==> config.mk <==
export PLATFORM = sky130hd
export DESIGN_NAME = hazard_ctrl
export DESIGN_NICKNAME = d
export VERILOG_FILES = /design/src/rtl/hazard_ctrl.sv
export SDC_FILE = /design/constraint.sdc
export NUM_CORES = 1
export LEC_CHECK = 0
export ABC_CLOCK_PERIOD_IN_PS = 1200
export CORE_MARGIN = 2
export CORE_UTILIZATION = 23
export DETAILED_ROUTE_END_ITERATION = 16
export PLACE_DENSITY = 0.8
export SLEW_MARGIN = 20
export SYNTH_ARGS = -nofsm -noshare
export SYNTH_HDL_FRONTEND = slang
export SYNTH_SLANG_ARGS = --single-unit
==> constraint.sdc <==
create_clock -name clk -period 1.2 [get_ports clk]
set_input_delay 0.12 -clock clk [delete_from_list [all_inputs] [get_ports clk]]
set_output_delay 0.12 -clock clk [all_outputs]
set_load 0.005 [all_outputs]
==> src/rtl/hazard_ctrl.sv <==
// Pipeline hazard sequencer: load-use bubbles, taken-branch flushes and data-memory freezes.
// Optional performance counters are built when HAZARD_PERF_CNT_EN is defined.
module hazard_ctrl #(
    parameter int LU_STALL_CYCLES = 1,
    parameter int FLUSH_CYCLES    = 1
) (
    input  logic        clk,
    input  logic        rstn,
    input  logic [4:0]  IF_ID_rs1,
    input  logic [4:0]  IF_ID_rs2,
    input  logic        IF_ID_UseRs1,
    input  logic        IF_ID_UseRs2,
    input  logic [4:0]  ID_EX_rd,
    input  logic        ID_EX_MemRead,
    input  logic        EX_BranchTaken,
    input  logic        EX_MEM_MemAccess,
    input  logic        dmem_ready,
    output logic        PCWrite,
    output logic        IF_ID_Write,
    output logic        IF_ID_Flush,
    output logic        CTRL_SELECT,
    output logic        ID_EX_Write,
    output logic        EX_MEM_Write,
    output logic [1:0]  hz_state,
    output logic [31:0] stall_cnt,
    output logic [31:0] flush_cnt,
    output logic [31:0] freeze_cnt
);

    typedef enum logic [1:0] {
        RUN      = 2'd0,
        LU_STALL = 2'd1,
        FLUSH    = 2'd2
    } hzState_t;

    localparam logic [2:0] LU_LOAD    = 3'(LU_STALL_CYCLES - 1);
    localparam logic [2:0] FLUSH_LOAD = 3'(FLUSH_CYCLES - 1);

    generate
        if (LU_STALL_CYCLES < 1 || LU_STALL_CYCLES > 7) begin : gLuRangeErr
            $error("hazard_ctrl: LU_STALL_CYCLES must be in 1..7");
        end
        if (FLUSH_CYCLES < 1 || FLUSH_CYCLES > 7) begin : gFlushRangeErr
            $error("hazard_ctrl: FLUSH_CYCLES must be in 1..7");
        end
    endgenerate

    hzState_t   stateReg, stateNext;
    logic [2:0] cntReg, cntNext;
    logic       hold, lu;
    logic       pcWr, ifIdWr, ifIdFl, ctrlSel, idExWr, exMemWr;

    assign hold = EX_MEM_MemAccess & ~dmem_ready;
    assign lu   = ID_EX_MemRead & (ID_EX_rd != 5'd0) &
                  ((IF_ID_UseRs1 & (IF_ID_rs1 == ID_EX_rd)) |
                   (IF_ID_UseRs2 & (IF_ID_rs2 == ID_EX_rd)));

    always_ff @(posedge clk or negedge rstn) begin
        if (!rstn) begin
            stateReg <= RUN;
            cntReg   <= 3'd0;
        end else begin
            stateReg <= stateNext;
            cntReg   <= cntNext;
        end
    end

    always_comb begin
        stateNext = stateReg;
        cntNext   = cntReg;
        pcWr      = 1'b1;
        ifIdWr    = 1'b1;
        ifIdFl    = 1'b0;
        ctrlSel   = 1'b1;
        idExWr    = 1'b1;
        exMemWr   = 1'b1;
        if (hold) begin
            // Memory freeze: nothing moves, pending hazards are seen again once unheld.
            pcWr    = 1'b0;
            ifIdWr  = 1'b0;
            idExWr  = 1'b0;
            exMemWr = 1'b0;
        end else begin
            case (stateReg)
                RUN: begin
                    if (EX_BranchTaken) begin
                        ifIdFl  = 1'b1;
                        ctrlSel = 1'b0;
                        if (FLUSH_CYCLES > 1) begin
                            stateNext = FLUSH;
                            cntNext   = FLUSH_LOAD;
                        end
                    end else if (lu) begin
                        pcWr    = 1'b0;
                        ifIdWr  = 1'b0;
                        ctrlSel = 1'b0;
                        if (LU_STALL_CYCLES > 1) begin
                            stateNext = LU_STALL;
                            cntNext   = LU_LOAD;
                        end
                    end
                end
                LU_STALL: begin
                    pcWr    = 1'b0;
                    ifIdWr  = 1'b0;
                    ctrlSel = 1'b0;
                    if (cntReg <= 3'd1) begin
                        stateNext = RUN;
                        cntNext   = 3'd0;
                    end else begin
                        cntNext = cntReg - 3'd1;
                    end
                end
                FLUSH: begin
                    ifIdFl  = 1'b1;
                    ctrlSel = 1'b0;
                    if (cntReg <= 3'd1) begin
                        stateNext = RUN;
                        cntNext   = 3'd0;
                    end else begin
                        cntNext = cntReg - 3'd1;
                    end
                end
                default: begin
                    stateNext = RUN;
                    cntNext   = 3'd0;
                end
            endcase
        end
    end

    // Every output, including CTRL_SELECT, is forced low while reset is held.
    assign PCWrite      = rstn & pcWr;
    assign IF_ID_Write  = rstn & ifIdWr;
    assign IF_ID_Flush  = rstn & ifIdFl;
    assign CTRL_SELECT  = rstn & ctrlSel;
    assign ID_EX_Write  = rstn & idExWr;
    assign EX_MEM_Write = rstn & exMemWr;
    assign hz_state     = rstn ? stateReg : RUN;

`ifdef HAZARD_PERF_CNT_EN
    logic [31:0] stallCntReg, flushCntReg, freezeCntReg;
    logic        stallEv;

    // A load-use bubble is an unheld cycle that squashes control without a flush.
    assign stallEv = ~hold & ~ctrlSel & ~ifIdFl;

    always_ff @(posedge clk or negedge rstn) begin
        if (!rstn) begin
            stallCntReg  <= 32'd0;
            flushCntReg  <= 32'd0;
            freezeCntReg <= 32'd0;
        end else begin
            if (stallEv && stallCntReg != 32'hFFFF_FFFF)
                stallCntReg <= stallCntReg + 32'd1;
            if (ifIdFl && flushCntReg != 32'hFFFF_FFFF)
                flushCntReg <= flushCntReg + 32'd1;
            if (hold && freezeCntReg != 32'hFFFF_FFFF)
                freezeCntReg <= freezeCntReg + 32'd1;
        end
    end

    assign stall_cnt  = stallCntReg;
    assign flush_cnt  = flushCntReg;
    assign freeze_cnt = freezeCntReg;
`else
    assign stall_cnt  = 32'd0;
    assign flush_cnt  = 32'd0;
    assign freeze_cnt = 32'd0;
`endif

endmodule

* Word-level counts from Yosys, hierarchy flattened
Index checks and enable logic that the tools add are counted.
** Word-level totals
- Bits in registers :: 5
- Output and inout port bits :: 104
- Input bits :: 23
- Logic and storage cells :: 43
** Cells by class
- Multiplexer cells :: 16
- Bitwise gates (word level) :: 13
- Order comparisons :: 1
- Add/subtract/negate cells :: 1
- Equal/unequal tests :: 5
- Reduce and logical (&&, ||, !) cells :: 5
** Operators with widths (count)
- $eq A5 B5 Y1 :: 2
- $and A1 B1 Y1 :: 9
- $mux W1 :: 8
- $pmux W1 S2 :: 3
- $pmux W3 S2 :: 1
- $reduce_bool A5 Y1 :: 1
- $mux W2 :: 2
- $pmux W2 S2 :: 1
- $le A3 B1 Y1 const B :: 1
- $mux W3 :: 1
- $not A1 Y1 :: 3
- $reduce_and A3 Y1 :: 1
- $sub A3 B1 Y3 const B :: 1
- $eq A2 B1 Y1 const B :: 1
- $eq A2 B2 Y1 const B :: 1
- $logic_not A2 Y1 :: 1
- $ne A2 B1 Y1 const B :: 1
- $reduce_and A2 Y1 :: 1
- $reduce_or A2 Y1 :: 1
- $or A1 B1 Y1 :: 1

* Longest topological paths before layout
Gate-level depths: netlist of run 1.
- Depth in word-level cells :: 9
- Gate-level depth with buffers :: 5
- Mapped depth without buffers :: 4

* Worst setup path after synthesis of run 1
Ideal clock, no wire load.
- Path kind :: input to output
- From :: in ID_EX_rd[1]
- To :: out PCWrite
- Arrival time :: 1.182 ns
- Path slack :: -0.102 ns
- Required time :: 1.080 ns
- Stages :: 4
- Buffers on the path :: 1
- Cells stage by stage :: or4_1 -> o21a_1 -> a31oi_1 -> buf_4
** Between the ends
- Cells in the longest elaborated chain, start to end :: 9
- Elaborated cells between the ends (all ways) :: 13
- Those cells by class :: eq/ne: 2; mux: 4; bitwise: 6; reduce/logical: 1
** RTL lines
- start, declared :: RTL line 13 : input logic [4:0] ID_EX_rd,
- $eq A5 B5 Y1, on equally long branches :: RTL line 55, 56
- $and A1 B1 Y1, on equally long branches :: RTL line 55, 56
- $or A1 B1 Y1 :: RTL line 55 : ((IF_ID_UseRs1 & (IF_ID_rs1 == ID_EX_rd)) |
- $and A1 B1 Y1 (*) :: RTL line 54 : assign lu = ID_EX_MemRead & (ID_EX_rd != 5'd0) &
- $mux W1 (*) (2 in series)
- $pmux W1 S2 (*)
- $mux W1 (*)
- $and A1 B1 Y1 (*)
- end, declared :: RTL line 18 : output logic PCWrite,
Every way passes the cells marked *; elsewhere a longest branch is shown, timed or not.

* Worst setup path after layout of run 1
- From :: in ID_EX_rd[4]
- To :: out PCWrite
** Between the ends
- Cells in the longest elaborated chain, start to end :: 9
- Elaborated cells between the ends (all ways) :: 13
- Those cells by class :: eq/ne: 2; mux: 4; bitwise: 6; reduce/logical: 1
** RTL lines
- $eq A5 B5 Y1, on equally long branches :: RTL line 55, 56
- $and A1 B1 Y1, on equally long branches :: RTL line 55, 56
- $or A1 B1 Y1 :: RTL line 55
- $and A1 B1 Y1 (*) :: RTL line 54
- $mux W1 (*) :: RTL line 93 : end else if (lu) begin
- $mux W1 (*) :: RTL line 86 : if (EX_BranchTaken) begin
- $pmux W1 S2 (*) :: RTL line 84 : case (stateReg)
- $mux W1 (*) :: RTL line 77 : if (hold) begin
- $and A1 B1 Y1 (*) :: RTL line 133 : assign PCWrite = rstn & pcWr;
Marked as above.

==> metrics.yaml, run 1 <==
pwr:
  seq_power_share_pct: 0
  p_leak_nw: 0.549
  pwr-share-comb_pct: 100.0
  ir_worst_vdd_v: 0.0000455
  internal_power_mw: 0.102
  p_clk_share_pct: 0
  power.switching_mw: 0.130
  power.total_mw: 0.233
  power_density_mw_per_mm2: 258
  swShare_pct: 56.0
layout:
  regArea_um2: 0
  seq_cells: 0
  final_net_count: 182
  diodes: 0
  area_delta_synth_final_pct: -2.30
  fill_cells: 471
  layout_commonest_cell: "conb_1"
  clkbuf_count: 0
  final_cell_mix: "conb_1 (98), xnor2_1 (10), dlygate4sd2_1 (10)"
  drive_above_1_share_pct: 12.7
floorplanning:
  row_count: 23
  dieHeight_um: 67.4
  start_util_pct: 23.5
  pin_count: 127
  die_w_um: 67.4
  coreArea_mm2: 0.00394
  die_area_mm2: 0.00454
hold_path:
  hold_path_depth: 5
  holdPathEnd: "CTRL_SELECT"
  hold_path.class: "primary input to primary output"
  min_from: "ID_EX_rd[4]"
status:
  status: "complete, but fails checks"
  violations: "setup timing"
sta:
  slew_viol_final: 0
  hold_viol: 0
  clock.fmax_mhz: 738
  setup_viol_count_final: 3
  post-route-period-util_pct: 113
  rsz0062_at_grt: "yes"
  final.setup.worst_slack_ns: -0.155
  whs_ns: 0.738
  fin_tns_setup_ns: -0.417
  min_period_ns: 1.36
synth:
  yosysTopAreaCell: "buf_4"
  synth_mux_area_share_pct: 0
  synth-adder-area-share_pct: 0
  synth-seq-area-share_pct: 0
  synth_top_family_by_area: "buffers and inverters"
  synth_compound_area_share_pct: 2.84
  synthCells: 127
  synth_top_area_share_pct: 81.2
  avgSynthCellArea_um2: 7.28
  synth_cell_types: 12
  synth-simple-area-share_pct: 5.28
  netlist_top_cells_area: "buf_4 (81%), xnor2_1 (9.5%), nand2_1 (2.0%)"
  syn_area_um2: 925
  synth_warnings: 0
  synthXorXnorAreaFrac_pct: 9.47
worst_setup_path:
  crit_family: "simple AND/OR/NAND/NOR gates"
  startpoint_type: "primary input"
  end_kind: "primary output"
  slowest_stage: "or4_4"
  worstPathArrival_ns: 1.24
  crit_path_cell_trace: "buf_6, or4_4, o21a_1, a31oi_2, buf_2"
  slowest_delay_ns: 0.52
  critical_path_required_ns: 1.08
  path_class: "primary input to primary output"
  crit_buf_inv: 2
  cp_max_fo: 2
run:
  drv_cap: 0
placement:
  dpl.hpwl_mm: 1.24
  place_ws_ns: -0.941
  port_buffers: 28
  gp_congestion: 0.554
global_routing:
  first_global_vias: 329
  grt_overflow_total: 0
  antenna_found_initial: 0
  grt_pass1_wl_mm: 1.30
  grt_usage_pct: 3.43
  grt_max_degree: 4
routing:
  drc_errors: 0
  drt_wl_total_mm: 1.26
  num_vias: 560
  dr.pass1.iters: 2
  drtAntennaViolNets: 0
  drt_iter0_drc: 10
  vias_per_cell: 2.71
  wl_per_cell_um: 6.09
clocking:
  postCtsSetupBuffers: 0
  ctsHoldBuffers: 0
[through the flow]
stage / instances / util [%] / area, um^2
2_1_floorplan: 224 / - / 1290
3_5_place_dp: 207 / 23.5 / 925
3_3_place_gp: 207 / 23.5 / 925
5_1_grt: 207 / 22.9 / 903
6_report: 207 / 22.9 / 903
4_1_cts: 207 / 23.1 / 911
[cells in the mapped netlist]
library cell    n
or4_1           1
inv_1           2
o21a_1          1
nand4_1         2
buf_4         100
xnor2_1        10
o22ai_1         1
nor2_1          1
nand2_1         5
conb_1          1
a31oi_1         2
nand2b_1        1
[power by group through the flow]
stage          combinational, mW  sequential, mW  clock (mW)
3_5_place_dp               0.247               0           0
4_1_cts                    0.231               0           0
5_1_grt                    0.268               0           0
2_1_floorplan              0.357               0           0
3_3_place_gp               0.242               0           0
6_report                   0.233               0           0
[how the worst max path moves through the flow]
stage | start | endpoint | slack, ns | cells after the start
after global placement | ID_EX_rd[1] | PCWrite | -0.91 | 5
final | ID_EX_rd[4] | PCWrite | -0.16 | 5
after CTS | ID_EX_rd[4] | PCWrite | -0.23 | 5
after floorplan | ID_EX_rd[1] | PCWrite | -0.03 | 4
after detailed placement | ID_EX_rd[1] | PCWrite | -0.94 | 5
after global routing | ID_EX_rd[4] | IF_ID_Write | -0.19 | 5
[logic make-up (layout without fill, tap and decap cells)]
family	after synthesis	after routing
compound gates	4	4
xor+xnor	10	10
buf+inv	102	35
other cells	1	98
simple gates	10	10
[final cells by class]
type	count	area, um^2	share of cell area [%]
inverter	2	7.51	0.831
multi-input combinational	122	557	61.6
timing repair buffer	33	277	30.6
tap	50	62.6	6.93
[routing by layer]
metal	up-vias	GRT usage (%)	routed length (um)
li1	253	-	-
met1	248	3.17	302
met2	59	8.04	724
met3	0	0.333	232
met4	0	0	0
met5	-	0	0
[timing repair]
action                                  4_1_cts  5_1_grt
endpoints found under the setup margin        6        5
pin swaps                                    13        5
resized for setup                            51        3
Note: power is estimated with default switching activity, not from simulation.
==> run 2: changes to the inputs <==
--- a/config.mk
+++ b/config.mk
@@ -5,11 +5,11 @@
 export SDC_FILE = /design/constraint.sdc
 export NUM_CORES = 1
 export LEC_CHECK = 0
-export ABC_CLOCK_PERIOD_IN_PS = 1200
+export ABC_CLOCK_PERIOD_IN_PS = 1700
 export CORE_MARGIN = 2
-export CORE_UTILIZATION = 23
+export CORE_UTILIZATION = 28
 export DETAILED_ROUTE_END_ITERATION = 16
-export PLACE_DENSITY = 0.8
+export PLACE_DENSITY = 0.91
 export SLEW_MARGIN = 20
 export SYNTH_ARGS = -nofsm -noshare
 export SYNTH_HDL_FRONTEND = slang
==> constraint.sdc (replaced) <==
create_clock -name clk -period 1.7 [get_ports clk]
set_input_delay 0.17 -clock clk [delete_from_list [all_inputs] [get_ports clk]]
set_output_delay 0.17 -clock clk [all_outputs]
set_load 0.005 [all_outputs]
==> metrics.yaml, run 2 (synthesized netlist as in run 1, its figures left out) <==
status:
  status: "complete, no violations"
pwr:
  p_clk_share_pct: 0
  seq_power_share_pct: 0
  power.switching_mw: 0.0920
  internal_power_mw: 0.0831
  swShare_pct: 52.5
  power_density_mw_per_mm2: 190
  ir_worst_vdd_v: 0.0000682
  p_leak_nw: 0.548
  pwr-share-comb_pct: 100.0
floorplanning:
  row_count: 20
  die_area_mm2: 0.00378
  pin_count: 127
  start_util_pct: 29.8
  dieHeight_um: 61.5
  die_w_um: 61.5
  coreArea_mm2: 0.00310
sta:
  final.setup.worst_slack_ns: 0.0998
  fin_tns_setup_ns: 0
  clock.fmax_mhz: 625
  min_period_ns: 1.60
  hold_viol: 0
  post-route-period-util_pct: 94.1
  setup_viol_count_final: 0
  whs_ns: 0.979
  rsz0062_at_grt: "no"
  slew_viol_final: 0
layout:
  final_cell_mix: "conb_1 (98), clkdlybuf4s50_1 (19), xnor2_1 (10)"
  fill_cells: 342
  layout_commonest_cell: "conb_1"
  area_delta_synth_final_pct: -0.406
  fin_cells: 202
  clkbuf_count: 0
  multi_input_area_um2: 544
  diodes: 0
  seq_cells: 0
  drive_above_1_share_pct: 6.96
  final_net_count: 183
  regArea_um2: 0
routing:
  num_vias: 564
  drt_iter0_drc: 0
  wl_met1_um: 287
  drc_errors: 0
  wl_per_cell_um: 6.82
  wl_met3_um: 253
  wl_met2_um: 835
  drtAntennaViolNets: 0
  routed.top_layer: "met3"
  dr.pass1.iters: 1
  vias_per_cell: 2.79
  drt_wl_total_mm: 1.38
placement:
  place_ws_ns: -0.607
  gp_congestion: 0.609
  dpl.hpwl_mm: 1.37
  dp_cells: 202
  port_buffers: 28
global_routing:
  grt_pass1_wl_mm: 1.35
  grt_max_degree: 4
  grt_overflow_total: 0
  grt_usage_pct: 5.00
  first_global_vias: 310
  antenna_found_initial: 0
hold_path:
  hold_path.class: "primary input to primary output"
worst_setup_path:
  end_kind: "primary output"
  crit_path_cell_trace: "clkdlybuf4s15_1, or4_1, o21a_1, a31oi_1, buf_2"
  path_class: "primary input to primary output"
  startpoint_type: "primary input"
  cp_max_fo: 2
  slowest_delay_ns: 0.52
  slowest_stage: "or4_1"
  critical_path_required_ns: 1.53
  worstPathArrival_ns: 1.43
run:
  drv_cap: 0
clocking:
  postCtsSetupBuffers: 0
-- run 2: cell types whose count changed in the layout (fill, tap and decap cells not counted), moves of 2 or more --
cell             before  now
clkdlybuf4s15_1       0    3
dlygate4sd2_1        10    1
buf_6                 2    0
buf_2                 5    3
clkbuf_2              2    0
clkdlybuf4s50_1       7   19
-- run 2: worst paths after layout --
| path | start | end | depth (start not counted) |
|---|---|---|---|
| worst min-delay path | rstn | CTRL_SELECT | 4 |
| worst max-delay path | ID_EX_rd[2] | PCWrite | 5 |
-- run 2: worst max-delay path, delay by kind of cell --
kind / cells / cell delay (ns)
AND/OR/NAND/NOR: 1 / 0.52
AO/OA/AOI/OAI: 2 / 0.42
buffers and inverters: 2 / 0.32
-- run 2: timing repair --
action / 4_1_cts / 5_1_grt
resized for setup: 18 / 5
pin swaps: 4 / 3
hold buffers: 0 / 0
endpoints found under the setup margin: 5 / 5
-- run 2: cell type report --
cell class	count	share of cell area, %
tap	44	5.98
multi-input combinational	122	59.1
inverter	2	0.815
timing repair buffer	34	34.1
-- run 2: routing by layer --
| metal | vias up | global-route usage, % |
|---|---|---|
| met4 | 0 | 0 |
| met5 | - | 0 |
| met3 | 0 | 0.210 |
| li1 | 257 | - |
| met2 | 72 | 12.2 |
| met1 | 235 | 4.47 |
-- run 2: power by group through the flow --
stage	registers, mW	clock network (mW)	logic [mW]
CTS	0	0	0.172
finish	0	0	0.175
global route	0	0	0.202
detailed placement	0	0	0.176
floorplan	0	0	0.250
global placement	0	0	0.172
-- run 2: metrics by stage --
step                      total power, mW  area (um^2)  utilization, %
final                               0.175          921            29.7
after global routing                0.202          921            29.7
after CTS                           0.172          912            29.4
after detailed placement            0.176          918            29.6
after global placement              0.172          918            29.6
after floorplan                     0.250         1290               -
